`src/rtl/param_sync_fifo.sv`:
```
// Parameterised single-clock FIFO with occupancy count, threshold flags and error pulses.
// Define PARAM_SYNC_FIFO_FWFT_EN for first-word-fall-through read data; default is registered read data.
module param_sync_fifo #(
    parameter int DATA_WIDTH = 8,
    parameter int ADDR_WIDTH = 3,
    parameter int AF_LEVEL   = 6,
    parameter int AE_LEVEL   = 2
) (
    input  logic                  CLK,
    input  logic                  RST,
    input  logic                  W_INC,
    input  logic [DATA_WIDTH-1:0] WR_DATA,
    input  logic                  R_INC,
    output logic [DATA_WIDTH-1:0] RD_DATA,
    output logic                  FULL,
    output logic                  EMPTY,
    output logic                  ALMOST_FULL,
    output logic                  ALMOST_EMPTY,
    output logic [ADDR_WIDTH:0]   COUNT,
    output logic                  OVERFLOW,
    output logic                  UNDERFLOW
);

    localparam int DEPTH = 1 << ADDR_WIDTH;
    localparam logic [ADDR_WIDTH:0] DEPTH_CNT = DEPTH[ADDR_WIDTH:0];
    localparam logic [ADDR_WIDTH:0] AF_CNT    = AF_LEVEL[ADDR_WIDTH:0];
    localparam logic [ADDR_WIDTH:0] AE_CNT    = AE_LEVEL[ADDR_WIDTH:0];
    localparam logic [ADDR_WIDTH:0] ONE       = {{ADDR_WIDTH{1'b0}}, 1'b1};

    logic [DATA_WIDTH-1:0] mem [DEPTH];
    logic [ADDR_WIDTH:0]   wr_ptr;
    logic [ADDR_WIDTH:0]   rd_ptr;
    logic [ADDR_WIDTH:0]   count;
    logic                  overflow;
    logic                  underflow;
    logic                  wr_ok;
    logic                  rd_ok;

    // Flags come only from the registered count so they never glitch.
    assign FULL         = (count == DEPTH_CNT);
    assign EMPTY        = (count == '0);
    assign ALMOST_FULL  = (count >= AF_CNT);
    assign ALMOST_EMPTY = (count <= AE_CNT);
    assign COUNT        = count;
    assign OVERFLOW     = overflow;
    assign UNDERFLOW    = underflow;

    assign wr_ok = W_INC && !FULL;
    assign rd_ok = R_INC && !EMPTY;

    always_ff @(posedge CLK or posedge RST) begin
        if (RST) begin
            wr_ptr    <= '0;
            rd_ptr    <= '0;
            count     <= '0;
            overflow  <= 1'b0;
            underflow <= 1'b0;
        end else begin
            overflow  <= W_INC && FULL;
            underflow <= R_INC && EMPTY;
            if (wr_ok) begin
                wr_ptr <= wr_ptr + ONE;
            end
            if (rd_ok) begin
                rd_ptr <= rd_ptr + ONE;
            end
            case ({wr_ok, rd_ok})
                2'b10:   count <= count + ONE;
                2'b01:   count <= count - ONE;
                default: count <= count;
            endcase
        end
    end

    // Storage is deliberately not reset; EMPTY after reset hides stale words.
    always_ff @(posedge CLK) begin
        if (wr_ok && !RST) begin
            mem[wr_ptr[ADDR_WIDTH-1:0]] <= WR_DATA;
        end
    end

`ifdef PARAM_SYNC_FIFO_FWFT_EN
    assign RD_DATA = EMPTY ? '0 : mem[rd_ptr[ADDR_WIDTH-1:0]];
`else
    logic [DATA_WIDTH-1:0] rd_data;

    always_ff @(posedge CLK or posedge RST) begin
        if (RST) begin
            rd_data <= '0;
        end else if (rd_ok) begin
            rd_data <= mem[rd_ptr[ADDR_WIDTH-1:0]];
        end
    end

    assign RD_DATA = rd_data;
`endif

endmodule

```
`config.mk`:
```
export PLATFORM = sky130hd
export DESIGN_NAME = param_sync_fifo
export DESIGN_NICKNAME = d
export VERILOG_FILES = /design/src/rtl/param_sync_fifo.sv
export SDC_FILE = /design/constraint.sdc
export NUM_CORES = 1
export LEC_CHECK = 0
export CELL_PAD_IN_SITES_DETAIL_PLACEMENT = 0
export CELL_PAD_IN_SITES_GLOBAL_PLACEMENT = 1
export CORE_MARGIN = 10
export CORE_UTILIZATION = 50
export CTS_BUF_LIST = sky130_fd_sc_hd__clkbuf_8
export DETAILED_ROUTE_END_ITERATION = 16
export GPL_TIMING_DRIVEN = 0
export PLACE_DENSITY_LB_ADDON = 0.1
export SLEW_MARGIN = 20
export SYNTH_ARGS = -nofsm -noshare
export SYNTH_HDL_FRONTEND = slang
export SYNTH_SLANG_ARGS = --single-unit
```
`constraint.sdc`:
```
create_clock -name CLK -period 3.2 [get_ports CLK]
set_input_delay 0.96 -clock CLK [delete_from_list [all_inputs] [get_ports CLK]]
set_output_delay 0.96 -clock CLK [all_outputs]
set_load 0.01 [all_outputs]
```
==> out/metrics.cfg <==
[run_status]
status = finished clean

[finish]
layout-drive-gt1-share_pct = 22.0
final_common_cell = edfxtp_1
fin_nets = 280
area.growth.synth_to_final_pct = 18.4
layout_common_cells = edfxtp_1 (64), clkdlybuf4s50_1 (29), dfrtp_1 (20), nand2_1 (20), mux2_2 (17)
post-route-util_pct = 61.2
fillerInstances = 583
antenna_cells = 0
instances_no_fill = 364

[grt]
antenna_found_initial = 0
grt_pass1_wl_mm = 10.1
grt_usage_pct = 11.9
grt_max_degree = 22
first_global_vias = 1894
grt.overflow.total = 0

[synth]
netlist.area_leader.share_pct = 54.4
synth_compound_area_share_pct = 6.80
synth_area_um2 = 3530
synth_xor_area_share_pct = 2.23
synth_warnings = 0
synth.avg_cell_area_um2 = 16.0
synth.largest_area_cell = edfxtp_1
synth_cell_types = 40
ys_top_cells_by_area = edfxtp_1 (54%), dfrtp_1 (14%), mux2_2 (5.4%), mux2i_1 (4.5%), a221o_1 (2.3%)
ys_ff_latch = 84
synth_simple_gate_area_share_pct = 7.26
synthMuxAreaShare_pct = 9.95
synthAdderAreaFrac_pct = 1.77
syn-num-nets = 238
synth_top_family_by_area = multiplexers
synth_seq_area_share_pct = 68.6
syn_inst = 221

[clock_network]
htreeDepth = 3
clk_latency_ns = 0.35
path_clk_slew_ns = 0.08
cts_made_buffers = 9
hold_buffers = 0
postCtsSetupRepairBufs = 0
cts-root-buf = clkbuf_8
cts_resized = 0
clkSinkCount = 84
cts_tree = built
cts_buffer_depth = 2

[place]
routabilityCongestion = 0.736
numPortBuffers = 29
dp_hpwl_mm = 4.42
placed_cells = 348

[critical_path]
start_kind = input port
cpPeakStageDelay_ns = 0.61
setup.worst_path.end_class = flip-flop
reg2regPathDepth = 11
cp_max_fo = 21
worstSetupPathType = input port to flip-flop
cp_cell_sequence = clkdlybuf4s50_1, inv_1, nand3_1, nor3_2
cp_data_arrival_time_ns = 2.87
rr_startpoint = COUNT[0]
regToRegEndpoint = COUNT[2]
critPathSlowestCell = inv_1
worstPathRequired_ns = 3.18
regToRegSetupSlack_ns = 0.75

[power]
powerDensity_nw_per_um2 = 876
p_leak_nw = 1.53
power_frac_seq_pct = 40.6
switching_share_pct = 32.0
p_int_w = 0.00249
pwr-share-comb_pct = 37.3
p_sw_w = 0.00117
clkPwrFrac_pct = 22.0
ir_drop_mv = 0.355

[hold_path]
hold_end = RD_DATA[0]
worstHoldStart = RD_DATA[0]
hold_depth = 2
hold_path.class = flip-flop to flip-flop

[die]
dieArea_um2 = 10800
initial_core_util_pct = 51.7
io_pins = 30
design.core.area_um2 = 6830
fp-row-count = 30
die-width_um = 104
die_h_um = 104

[sta]
min_period_ns = 2.89
timing.fmax_ghz = 0.346
rsz0062_at_grt = no
tightest_slew_ns = 0.794
setup_viol = 0
drv_slew = 0
fin_skew_ns = 0.0102
hold_viol = 0
slew_headroom_pct = 47.0
min_period_over_period_pct = 90.4

[detailed_routing]
post_drt_wl_per_cell_um = 17.3
drt_iter0_markers = 55
vias_per_cell = 5.26
ant_nets = 0
drt_pass1_iterations = 4
dr_total_vias = 1914
routed_wl_mm = 6.31
drc_errors = 0

[job]
maxCapViolCount = 0

-- area by class of cell --
type | count | area (um2) | area share (%)
inverter | 3 | 13.8 | 0.329
multi-input combinational | 123 | 1010 | 24.1
clock buffer | 9 | 124 | 2.96
timing repair buffer | 31 | 300 | 7.18
clock inverter | 7 | 88.8 | 2.12
tap | 96 | 120 | 2.87
sequential | 84 | 2420 | 57.9
buffer | 11 | 108 | 2.57
-- power groups by stage --
stage / clock, W / sequential (W) / combinational, W
2_1_floorplan: 0 / 0.00153 / 0.000896
3_3_place_gp: 0 / 0.00151 / 0.00137
3_5_place_dp: 0 / 0.00152 / 0.00139
4_1_cts: 0.000825 / 0.00149 / 0.00139
5_1_grt: 0.000866 / 0.00152 / 0.00149
6_report: 0.000807 / 0.00149 / 0.00137
-- state kept, by name (all words and copies together) (netlist names) --
signal / count
OVERFLOW: 1
wr_ptr: 3
mem: 64
rd_ptr: 3
UNDERFLOW: 1
RD_DATA: 8
COUNT: 4
-- synthesized netlist by cell type --
library cell and count:
a211o_1 1, a211oi_1 1, a21o_1 1, a21oi_1 2, a221o_1 8, a31oi_1 1
and2_1 2, and3_1 2, buf_1 1, buf_12 1, buf_2 1, buf_4 1
buf_6 3, buf_8 2, clkbuf_1 2, dfrtp_1 20, edfxtp_1 64, ha_1 5
inv_1 1, inv_2 1, inv_4 1, mux2_2 17, mux2i_1 16, nand2_1 20
nand2b_1 3, nand3_1 1, nand3b_1 1, nor2_1 8, nor2b_1 1, nor2b_2 1
nor3_1 1, nor3b_1 2, nor4_1 1, nor4_4 1, nor4b_1 1, nor4b_4 1
o21ai_2 8, o22ai_1 8, xnor2_1 5, xor2_1 4
-- metrics by stage --
step / hold slack, ns / instance area (um2) / power, W / TNS (ns) / setup slack [ns]
CTS: 0.484 / 4180 / 0.00371 / 0 / 0.205
global route: 0.505 / 4180 / 0.00388 / 0 / 0.0566
detailed placement: 0.465 / 3970 / 0.00291 / -2.58 / -0.179
floorplan: 0.506 / 3530 / 0.00243 / 0 / 0.618
finish: 0.480 / 4180 / 0.00366 / 0 / 0.308
global placement: 0.460 / 3940 / 0.00287 / -13.40 / -0.648
-- critical path: cells and delay by family --
| kind | cells | cell delay, ns |
|---|---|---|
| buf+inv | 2 | 1.08 |
| simple gates | 2 | 0.82 |
-- logic make-up after synthesis --
group                    count (synthesis)
AO/OA/AOI/OAI                           30
XOR/XNOR                                 9
adder cells (fa/ha/maj)                  5
buffers and inverters                   14
flip-flops                              84
multiplexers                            33
AND/OR/NAND/NOR                         46
-- metal layers --
metal	vias up	wire, um	GRT usage (%)
met4	0	38	5.67
met2	37	2950	18.1
met3	6	288	3.35
li1	922	-	-
met5	-	0	0
met1	949	3030	15.3
-- worst max-delay path by stage --
stage	start	to	slack, ns	cells after the start
floorplan	W_INC	mem[0][0]	0.62	3
global placement	W_INC	mem[0][7]	-0.65	4
detailed placement	RST	mem[6][4]	-0.18	4
CTS	RST	mem[6][3]	0.21	4
global route	RST	mem[7][0]	0.06	4
finish	RST	mem[6][1]	0.31	4
(Power assumes the default switching activity.)
